## src/rtl/fsb_pkg.sv

```systemverilog
// Shared types and default timing constants for the FSB termination controller.
package fsb_pkg;

   typedef enum logic [2:0] {
      S_IDLE = 3'd0,
      S_WAIT = 3'd1,
      S_ACK  = 3'd2,
      S_VPA  = 3'd3,
      S_ERR  = 3'd4
   } fsb_state_t;

   localparam int NCH_DEF     = 3;
   localparam int REF_DIV_DEF = 390;
   localparam int URG_DIV_DEF = 64;
   localparam int TO_CYC_DEF  = 255;

endpackage

```

## src/rtl/ref_timer.sv

```systemverilog
// Refresh request generator: a free-running divider raises RefReq, and a
// request left pending for URG_DIV cycles escalates to RefUrgent.
module ref_timer
   import fsb_pkg::*;
#(
   parameter int REF_DIV = REF_DIV_DEF,
   parameter int URG_DIV = URG_DIV_DEF
) (
   input  logic CLK_FSB,
   input  logic RES,
   input  logic RefAck,
   output logic RefReq,
   output logic RefUrgent
);

   if (REF_DIV < 2) begin : g_bad_ref_div
      $error("ref_timer: REF_DIV must be at least 2");
   end
   if (URG_DIV < 2) begin : g_bad_urg_div
      $error("ref_timer: URG_DIV must be at least 2");
   end

   localparam int REF_W = $clog2(REF_DIV);
   localparam int URG_W = $clog2(URG_DIV);
   localparam logic [REF_W-1:0] REF_LOAD = REF_W'(REF_DIV - 1);
   localparam logic [URG_W-1:0] URG_LAST = URG_W'(URG_DIV - 1);

   logic [REF_W-1:0] r_ref_cnt;
   logic [URG_W-1:0] r_urg_cnt;
   logic             r_ref_req;
   logic             r_ref_urgent;
   logic             w_tick;

   assign w_tick = (r_ref_cnt == '0);

   always_ff @(posedge CLK_FSB) begin
      if (RES) begin
         r_ref_cnt <= REF_LOAD;
      end else if (w_tick) begin
         r_ref_cnt <= REF_LOAD;
      end else begin
         r_ref_cnt <= r_ref_cnt - 1'b1;
      end
   end

   // A tick wins over RefAck so a fresh request is never lost.
   always_ff @(posedge CLK_FSB) begin
      if (RES) begin
         r_ref_req <= 1'b0;
      end else if (w_tick) begin
         r_ref_req <= 1'b1;
      end else if (RefAck) begin
         r_ref_req <= 1'b0;
      end
   end

   always_ff @(posedge CLK_FSB) begin
      if (RES || RefAck) begin
         r_urg_cnt    <= '0;
         r_ref_urgent <= 1'b0;
      end else if (r_ref_req && !r_ref_urgent) begin
         if (r_urg_cnt == URG_LAST) begin
            r_ref_urgent <= 1'b1;
         end else begin
            r_urg_cnt <= r_urg_cnt + 1'b1;
         end
      end
   end

   assign RefReq    = r_ref_req;
   assign RefUrgent = r_ref_urgent;

endmodule

```

## src/rtl/fsb_ack_ctrl.sv

```systemverilog
// CPU bus-cycle terminator: picks DTACK, VPA or BERR for each strobe and
// holds it until the strobe negates. Optional WAIT timeout: FSB_TIMEOUT_EN.
module fsb_ack_ctrl
   import fsb_pkg::*;
#(
   parameter int NCH     = NCH_DEF,
   parameter int REF_DIV = REF_DIV_DEF,
   parameter int URG_DIV = URG_DIV_DEF,
   parameter int TO_CYC  = TO_CYC_DEF
) (
   input  logic           CLK_FSB,
   input  logic           RES,
   input  logic           nAS_FSB,
   input  logic [NCH-1:0] CS,
   input  logic [NCH-1:0] RDY,
   input  logic           IACS,
   input  logic           BERR_IN,
   input  logic           RefAck,
   output logic           ASActive,
   output logic           ASInactive,
   output logic           nDTACK_FSB,
   output logic           nVPA_FSB,
   output logic           nBERR_FSB,
   output logic           RefReq,
   output logic           RefUrgent,
   output fsb_state_t     o_dbg_state
);

   if (TO_CYC < 2) begin : g_bad_to_cyc
      $error("fsb_ack_ctrl: TO_CYC must be at least 2");
   end
   if (NCH < 1) begin : g_bad_nch
      $error("fsb_ack_ctrl: NCH must be at least 1");
   end

   fsb_state_t r_state;
   fsb_state_t w_state_next;
   logic       r_as_active;
   logic       r_as_inactive;
   logic       r_ndtack;
   logic       r_nvpa;
   logic       r_nberr;
   logic       w_ref_urgent;
   logic       w_dtack_ok;
   logic       w_timeout;

   ref_timer #(
      .REF_DIV (REF_DIV),
      .URG_DIV (URG_DIV)
   ) u_ref_timer (
      .CLK_FSB   (CLK_FSB),
      .RES       (RES),
      .RefAck    (RefAck),
      .RefReq    (RefReq),
      .RefUrgent (w_ref_urgent)
   );

   always_ff @(posedge CLK_FSB) begin
      if (RES) begin
         r_as_active   <= 1'b0;
         r_as_inactive <= 1'b1;
      end else begin
         r_as_active   <= ~nAS_FSB;
         r_as_inactive <= nAS_FSB;
      end
   end

   // Every selected channel must be ready; urgent refresh holds off RAM-style acks.
   assign w_dtack_ok = (|CS) && (&(RDY | ~CS)) && !w_ref_urgent;

`ifdef FSB_TIMEOUT_EN
   localparam int TO_W = $clog2(TO_CYC);
   localparam logic [TO_W-1:0] TO_LAST = TO_W'(TO_CYC - 1);

   logic [TO_W-1:0] r_to_cnt;

   always_ff @(posedge CLK_FSB) begin
      if (RES) begin
         r_to_cnt <= '0;
      end else if (r_state == S_WAIT && w_state_next == S_WAIT) begin
         r_to_cnt <= r_to_cnt + 1'b1;
      end else begin
         r_to_cnt <= '0;
      end
   end

   assign w_timeout = (r_state == S_WAIT) && (r_to_cnt == TO_LAST);
`else
   assign w_timeout = 1'b0;
`endif

   always_ff @(posedge CLK_FSB) begin
      if (RES) begin
         r_state <= S_IDLE;
      end else begin
         r_state <= w_state_next;
      end
   end

   always_comb begin
      w_state_next = r_state;
      case (r_state)
         S_IDLE: begin
            if (r_as_active) w_state_next = S_WAIT;
         end
         S_WAIT: begin
            if (r_as_inactive)   w_state_next = S_IDLE;
            else if (IACS)       w_state_next = S_VPA;
            else if (BERR_IN)    w_state_next = S_ERR;
            else if (w_timeout)  w_state_next = S_ERR;
            else if (w_dtack_ok) w_state_next = S_ACK;
         end
         S_ACK, S_VPA, S_ERR: begin
            if (r_as_inactive) w_state_next = S_IDLE;
         end
         default: w_state_next = S_IDLE;
      endcase
   end

   // A termination is low only while its state persists, so leaving the state
   // negates it on the same edge that returns the FSM to IDLE.
   always_ff @(posedge CLK_FSB) begin
      if (RES) begin
         r_ndtack <= 1'b1;
         r_nvpa   <= 1'b1;
         r_nberr  <= 1'b1;
      end else begin
         r_ndtack <= !(r_state == S_ACK && w_state_next == S_ACK);
         r_nvpa   <= !(r_state == S_VPA && w_state_next == S_VPA);
         r_nberr  <= !(r_state == S_ERR && w_state_next == S_ERR);
      end
   end

   assign ASActive    = r_as_active;
   assign ASInactive  = r_as_inactive;
   assign nDTACK_FSB  = r_ndtack;
   assign nVPA_FSB    = r_nvpa;
   assign nBERR_FSB   = r_nberr;
   assign RefUrgent   = w_ref_urgent;
   assign o_dbg_state = r_state;

endmodule

```

## config.mk

```make
export PLATFORM = sky130hd
export DESIGN_NAME = fsb_ack_ctrl
export DESIGN_NICKNAME = d
export VERILOG_FILES = /design/src/rtl/fsb_pkg.sv /design/src/rtl/ref_timer.sv /design/src/rtl/fsb_ack_ctrl.sv
export SDC_FILE = /design/constraint.sdc
export NUM_CORES = 1
export LEC_CHECK = 0
export CAP_MARGIN = 20
export CELL_PAD_IN_SITES_DETAIL_PLACEMENT = 1
export CELL_PAD_IN_SITES_GLOBAL_PLACEMENT = 1
export CORE_MARGIN = 5
export CORE_UTILIZATION = 37
export DETAILED_ROUTE_END_ITERATION = 6
export PLACE_DENSITY = 0.78
export RECOVER_POWER = 25
export SLEW_MARGIN = 20
export SYNTH_ARGS = -nofsm -noshare
export SYNTH_HDL_FRONTEND = slang
export SYNTH_SLANG_ARGS = --single-unit
```

## constraint.sdc

```tcl
create_clock -name CLK_FSB -period 1.5 [get_ports CLK_FSB]
set_input_delay 0.225 -clock CLK_FSB [delete_from_list [all_inputs] [get_ports CLK_FSB]]
set_output_delay 0.225 -clock CLK_FSB [all_outputs]
set_load 0.05 [all_outputs]
```

==> results of run 1 <==
## cell usage after synthesis (all sizes together)
cell	instances	area share (%)
xor2	6	4.8
nor2b	7	5.1
or3	1	1.0
nand2	9	3.1
nor3	6	3.2
mux2i	2	1.8
dfxtp	25	45
ha	2	2.3
a211oi	1	0.68
o31ai	1	0.68
o21a	1	0.68
nand3b	2	1.4
and2	2	1.1
a22oi	1	0.68
nand3	3	1.8
a221oi	1	1.4
o21ai	2	1.2
nand2b	4	3.0
and4bb	1	1.1
or2	3	1.7
a2111oi	1	2.5
clkbuf	1	0.34
o2111ai	2	1.6
o2bb2ai	1	0.80
inv	4	1.4
a21oi	2	0.91
nor2	19	6.5
nor4bb	1	0.91
a31oi	1	0.57
xnor2	2	1.6
nand4b	1	0.80
## registers in the layout, summed over array words and instances, names as in the netlist
name                   count
u_ref_timer.r_ref_cnt      9
u_ref_timer.r_urg_cnt      6
o_dbg_state                3
ASActive                   1
ASInactive                 1
nBERR_FSB                  1
nDTACK_FSB                 1
nVPA_FSB                   1
u_ref_timer.RefReq         1
u_ref_timer.RefUrgent      1
## routing by layer
metal	global-route usage (%)	up-vias	routed length, um	share of wire (%)
li1	-	447	-	-
met3	3.11	2	118	4.9
met5	0	-	0	0
met1	13.3	422	1040	43
met4	3.96	0	23	0.95
met2	24.2	17	1250	51
## where the power goes
group          switching (mW)  internal, mW
logic                  0.0736        0.0859
registers              0.0262         0.686
clock network           0.205        0.0996
total                   0.305         0.871
## cell families after synthesis
family | Yosys count | share of synthesized area, %
AOI/OAI and AO/OA | 14 | 11.7
and+or+nand+nor | 59 | 30.7
DFF | 25 | 45.5
muxes | 2 | 1.82
buffers and inverters | 5 | 1.70
adders and majority gates | 2 | 2.27
xor gates and xnor gates | 8 | 6.36
## per-stage QoR
stage / std cells / hold slack [ns] / setup WS [ns] / setup TNS [ns] / total power, mW
3_5_place_dp: 168 / 0.408 / -0.103 / -0.122 / 0.889
3_3_place_gp: 168 / 0.401 / -0.0497 / -0.0520 / 0.880
2_1_floorplan: 115 / 0.294 / 0.0446 / 0 / 0.815
5_1_grt: 172 / 0.458 / 0.0167 / 0 / 1.24
6_report: 172 / 0.434 / 0.158 / 0 / 1.18
4_1_cts: 172 / 0.442 / 0.126 / 0 / 1.19
## path summary, 6_finish.rpt
kind / from / endpoint / slack [ns] / cells after the start
hold / removal: u_ref_timer.r_ref_cnt[0] / u_ref_timer.r_ref_cnt[0] / 0.43 / 1
hold reg to reg: u_ref_timer.r_ref_cnt[0] / u_ref_timer.r_ref_cnt[0] / 0.43 / 1
setup / recovery: o_dbg_state[0] / o_dbg_state[0] / 0.16 / 1
setup reg to reg: u_ref_timer.r_ref_cnt[0] / u_ref_timer.r_ref_cnt[8] / 0.16 / 5
## layout make-up
cell class,instances,area [um^2],area share [%]
Timing Repair Buffer,23,268,18.7
Sequential cell,25,500,35.0
Multi-Input combinational cell,85,582,40.6
Clock inverter,1,5.00,0.350
Inverter,4,15.0,1.05
Clock buffer,3,22.5,1.57
Tap cell,31,38.8,2.71
==> results.tsv, run 1 <==
stage	metric	value	unit
timing	rsz0062_at_grt	false	
synth	ys_seq_area_share	45.5	%
worst_hold_path	min-delay-path-class	register to register	
power	vdd.ir_drop.worst	0.418	mV
setup_path	worst-path-buf-inv	1	
routing	ant_nets	0	
floorplanning	core_area	2810	um^2
synth	synthesis.nets	129	
timing	relSlewSlack	71.4	%
clock_tree	insertion_delay	0.31	ns
global_routing	grt_pass1_vias	1005	
placement	portBuffers	21	
setup_path	crit_fanout	9	
timing	timing.fmax	745	MHz
timing	period_share	89.5	%
cells_and_area	antenna_cells	0	
synth	syn_area	1100	um^2
timing	hold_violations	0	
clock_tree	cts.sinks	25	
setup_path	crit_required	1.27	ns
clock_tree	clk_pin_slew	0.14	ns
routing	drt_iter0_drc	34	
power	pwr_density_cell	822	nW/um^2
floorplanning	die_area	4170	um^2
synth	synth.yosys.warnings	0	
synth	synthCells	115	
routing	routed-via-count	888	
floorplanning	die_x	64.6	um
setup_path	worstSetupPathType	register to primary output	
clock_tree	cts_resized	0	
setup_path	cp-start-kind	register	
setup_path	cpLargestDelayFamily	flip-flops	
cells_and_area	postLayoutCellArea	1430	um^2
synth	synth-seq-cells	25	
setup_path	cp.arrival	1.12	ns
timing	fin_skew	0.00616	ns
floorplanning	io_pins	22	
cells_and_area	fin_nets	156	
setup_path	crit_slowest_cell	dfxtp_1	
floorplanning	start_util	39.3	%
run	max_cap_violations	0	
routing	wl_per_cell	14.1	um
synth	syn_avg_cell_area	9.57	um^2
cells_and_area	mostFrequentLayoutCells	dfxtp_1, nor2_1, clkdlybuf4s50_1, nand2_1	
timing	period_needed	1.34	ns
setup_path	critical_path.cell_chain	buf_12	
clock_tree	cts_max_level	1	
cells_and_area	drive_gt1_share	20.6	%
floorplanning	row_count	19	
placement	place_hpwl	1960	um
routing	route.detailed.drc	0	
placement	place.gp.congestion	0.785	
clock_tree	cts_tree	yes	
global_routing	grt_max_degree	15	
timing	tightestPinTransition	0.428	ns
cells_and_area	area_growth	30.0	%
routing	dr.pass1.iters	2	
cells_and_area	final_util	51.0	%
clock_tree	post-cts-setup-buffers	0	
timing	finalSetupViolations	0	
routing	wl	2430	um
power	p_leak	0.551	nW
global_routing	antenna_found_initial	0	
floorplanning	dieHeight	64.6	um
status	run_status	complete, no violations	
setup_path	max_stage_delay	0.61	ns
synth	ys_types	37	
global_routing	grt_overflow	0	
global_routing	grt.total_usage	12.6	%
timing	slew_violations	0	
cells_and_area	final_common_cell	dfxtp_1	
cells_and_area	num-fill-cells	332	
clock_tree	cts_made_buffers	3	
clock_tree	cts_root_buffer	clkbuf_4	
setup_path	end_kind	primary output	
routing	via_per_inst	5.16	
clock_tree	cts_hold_buf	0	
clock_tree	cts_buffer_depth	2	
placement	placed_area	1410	um^2
global_routing	grt_pass1_wl	4230	um
Power figures use the tool's default switching activity.
==> run 2: changes to the inputs <==
--- a/config.mk
+++ b/config.mk
@@ -5,10 +5,9 @@
 export SDC_FILE = /design/constraint.sdc
 export NUM_CORES = 1
 export LEC_CHECK = 0
-export CAP_MARGIN = 20
 export CELL_PAD_IN_SITES_DETAIL_PLACEMENT = 1
 export CELL_PAD_IN_SITES_GLOBAL_PLACEMENT = 1
-export CORE_MARGIN = 5
+export CORE_MARGIN = 1.5
 export CORE_UTILIZATION = 37
 export DETAILED_ROUTE_END_ITERATION = 6
 export PLACE_DENSITY = 0.78
==> constraint.sdc (replaced) <==
create_clock -name CLK_FSB -period 1.5 [get_ports CLK_FSB]
set_input_delay 0.225 -clock CLK_FSB [delete_from_list [all_inputs] [get_ports CLK_FSB]]
set_output_delay 0.225 -clock CLK_FSB [all_outputs]
set_load 0.02 [all_outputs]
==> results.tsv, run 2 (synthesis results as in run 1) <==
stage	metric	value	unit	change
setup_path	end_kind	primary output		unchanged
clock_tree	cts_tree	yes		unchanged
timing	finalSetupViolations	0		unchanged
clock_tree	clk_pin_slew	0.13	ns	was 0.14 ns
setup_path	rrSetupSlack	0.13	ns	was 0.16 ns
timing	period_share	97.0	%	was 89.5%
floorplanning	core_area	2780	um^2	was 2810 um^2
setup_path	crit_fanout	1		was 9
cells_and_area	fin_nets	158		was 156
global_routing	grt_pass1_wl	4000	um	was 4230 um
setup_path	cp-start-kind	register		unchanged
cells_and_area	top_register	u_ref_timer.r_ref_cnt		unchanged
routing	route.detailed.drc	0		unchanged
routing	wl	2260	um	was 2430 um
cells_and_area	final_common_cell	dfxtp_1		unchanged
floorplanning	start_util	39.6	%	was 39.3%
cells_and_area	regArea	500	um^2	unchanged
setup_path	crit_required	1.27	ns	about the same
timing	rsz0062_at_grt	false		unchanged
clock_tree	cts.sinks	25		unchanged
cells_and_area	area_growth	25.2	%	was 30.0%
cells_and_area	num-fill-cells	329		was 332
cells_and_area	antenna_cells	0		unchanged
routing	ant_nets	0		unchanged
clock_tree	cts_buffer_depth	2		unchanged
clock_tree	cts_made_buffers	3		unchanged
timing	period_needed	1.46	ns	was 1.34 ns
power	vdd.ir_drop.worst	0.545	mV	was 0.418 mV
routing	drt_iter0_drc	18		was 34
global_routing	grt.total_usage	15.7	%	was 12.6%
floorplanning	io_pins	22		unchanged
setup_path	cp.arrival	1.23	ns	was 1.12 ns
floorplanning	die_x	57.6	um	was 64.6 um
cells_and_area	mostFrequentLayoutCells	dfxtp_1, nor2_1, clkdlybuf4s50_1, nand2_1, dlygate4sd2_1		was dfxtp_1, nor2_1, clkdlybuf4s50_1, nand2_1
power	total_power	1.15	mW	was 1.18 mW
worst_hold_path	min-delay-path-class	register to register		unchanged
floorplanning	dieHeight	57.6	um	was 64.6 um
timing	fin_skew	0.00921	ns	was 0.00616 ns
power	p_seq_share	61.3	%	was 60.5%
placement	portBuffers	21		unchanged
setup_path	worst-path-buf-inv	1		unchanged
power	p_int	0.863	mW	was 0.871 mW
routing	wl_per_cell	13.0	um	was 14.1 um
routing	dr.pass1.iters	2		unchanged
run	max_cap_violations	0		unchanged
power	pwr_density_cell	835	nW/um^2	was 822 nW/um^2
clock_tree	cts_root_buffer	clkbuf_4		unchanged
placement	place.gp.congestion	0.778		was 0.785
global_routing	antenna_found_initial	0		unchanged
placement	place_hpwl	1800	um	was 1960 um
cells_and_area	drive_gt1_share	14.0	%	was 20.6%
clock_tree	insertion_delay	0.32	ns	was 0.31 ns
timing	relSlewSlack	72.9	%	was 71.4%
routing	routed-via-count	883		was 888
setup_path	critical_path.cell_chain	clkdlybuf4s50_1		was buf_12
setup_path	crit_slowest_cell	clkdlybuf4s50_1		was dfxtp_1
setup_path	worstSetupPathType	register to primary output		unchanged
setup_path	cpLargestDelayFamily	buffers and inverters		was flip-flops
global_routing	grt_overflow	0		unchanged
power	switching_share	25.0	%	was 25.9%
cells_and_area	largest_register_ffs	9		unchanged
global_routing	grt_pass1_vias	915		was 1005
power	p_switching	0.288	mW	was 0.305 mW
floorplanning	row_count	19		unchanged
timing	timing.fmax	687	MHz	was 745 MHz
status	run_status	complete, no violations		unchanged
timing	whs	0.432	ns	was 0.434 ns
clock_tree	cts_hold_buf	0		unchanged
global_routing	grt_max_degree	15		unchanged
floorplanning	die_area	3310	um^2	was 4170 um^2
timing	hold_violations	0		unchanged
power	p_clk_share	26.1	%	was 25.9%
routing	via_per_inst	5.07		was 5.16
timing	tightestPinTransition	0.406	ns	was 0.428 ns
timing	slew_violations	0		unchanged
clock_tree	cts_max_level	1		unchanged
power	p_leak	0.548	nW	was 0.551 nW
power	p_comb_share	12.6	%	was 13.6%
cells_and_area	multiInputGateArea	582	um^2	unchanged
setup_path	max_stage_delay	0.59	ns	was 0.61 ns
run 2: cell count changes in the layout (fill, tap and decap cells not counted), sizes merged:
cell / change
dlygate4sd2: +7
buf: -6
clkdlybuf4s50: +1
run 2: layer usage:
metal	share of wire, %	up-vias	global-route usage (%)
met1	42	411	18.1
met2	49	20	26.8
met4	2.3	0	8.64
li1	-	447	-
met3	6.6	5	3.40
met5	0	-	0
run 2: path summary, 6_finish.rpt:
path                                 start  cells after the start                  endpoint
hold / removal    u_ref_timer.r_ref_cnt[0]                      1  u_ref_timer.r_ref_cnt[0]
setup / recovery                 nBERR_FSB                      1                 nBERR_FSB
hold reg to reg   u_ref_timer.r_ref_cnt[0]                      1  u_ref_timer.r_ref_cnt[0]
setup reg to reg  u_ref_timer.r_ref_cnt[0]                      5  u_ref_timer.r_ref_cnt[2]
run 2: final cells by class:
| class | count | share of cell area [%] |
|---|---|---|
| clock buffers | 3 | 1.63 |
| clock inverters | 1 | 0.363 |
| inverters | 4 | 1.09 |
| multi-input cells | 85 | 42.2 |
| flip-flops and latches | 25 | 36.3 |
| well taps | 31 | 2.81 |
| repair buffers | 25 | 15.6 |
run 2: per-stage QoR:
step | utilization, % | TNS, ns | std cells | worst slack [ns] | area (um^2)
global placement | 49.5 | -0.0531 | 170 | -0.0522 | 1380
global route | 49.6 | 0 | 174 | 0.000784 | 1380
floorplan | - | 0 | 115 | 0.285 | 1100
detailed placement | 49.5 | -0.142 | 170 | -0.0960 | 1380
CTS | 50.2 | 0 | 174 | 0.0207 | 1400
finish | 49.6 | 0 | 174 | 0.0443 | 1380
run 2: what timing repair did:
action / CTS / global route
gates resized for setup: 7 / 2
endpoints found under the setup margin: 7 / 2
setup buffers: 0 / 0
pin swaps: 0 / 0
run 2: power groups by stage:
| stage | Sequential (mW) | Clock (mW) | Combinational, mW |
|---|---|---|---|
| 5_1_grt | 0.710 | 0.337 | 0.161 |
| 3_5_place_dp | 0.721 | 0 | 0.152 |
| 3_3_place_gp | 0.720 | 0 | 0.145 |
| 2_1_floorplan | 0.725 | 0 | 0.0792 |
| 6_report | 0.706 | 0.300 | 0.145 |
| 4_1_cts | 0.707 | 0.320 | 0.150 |
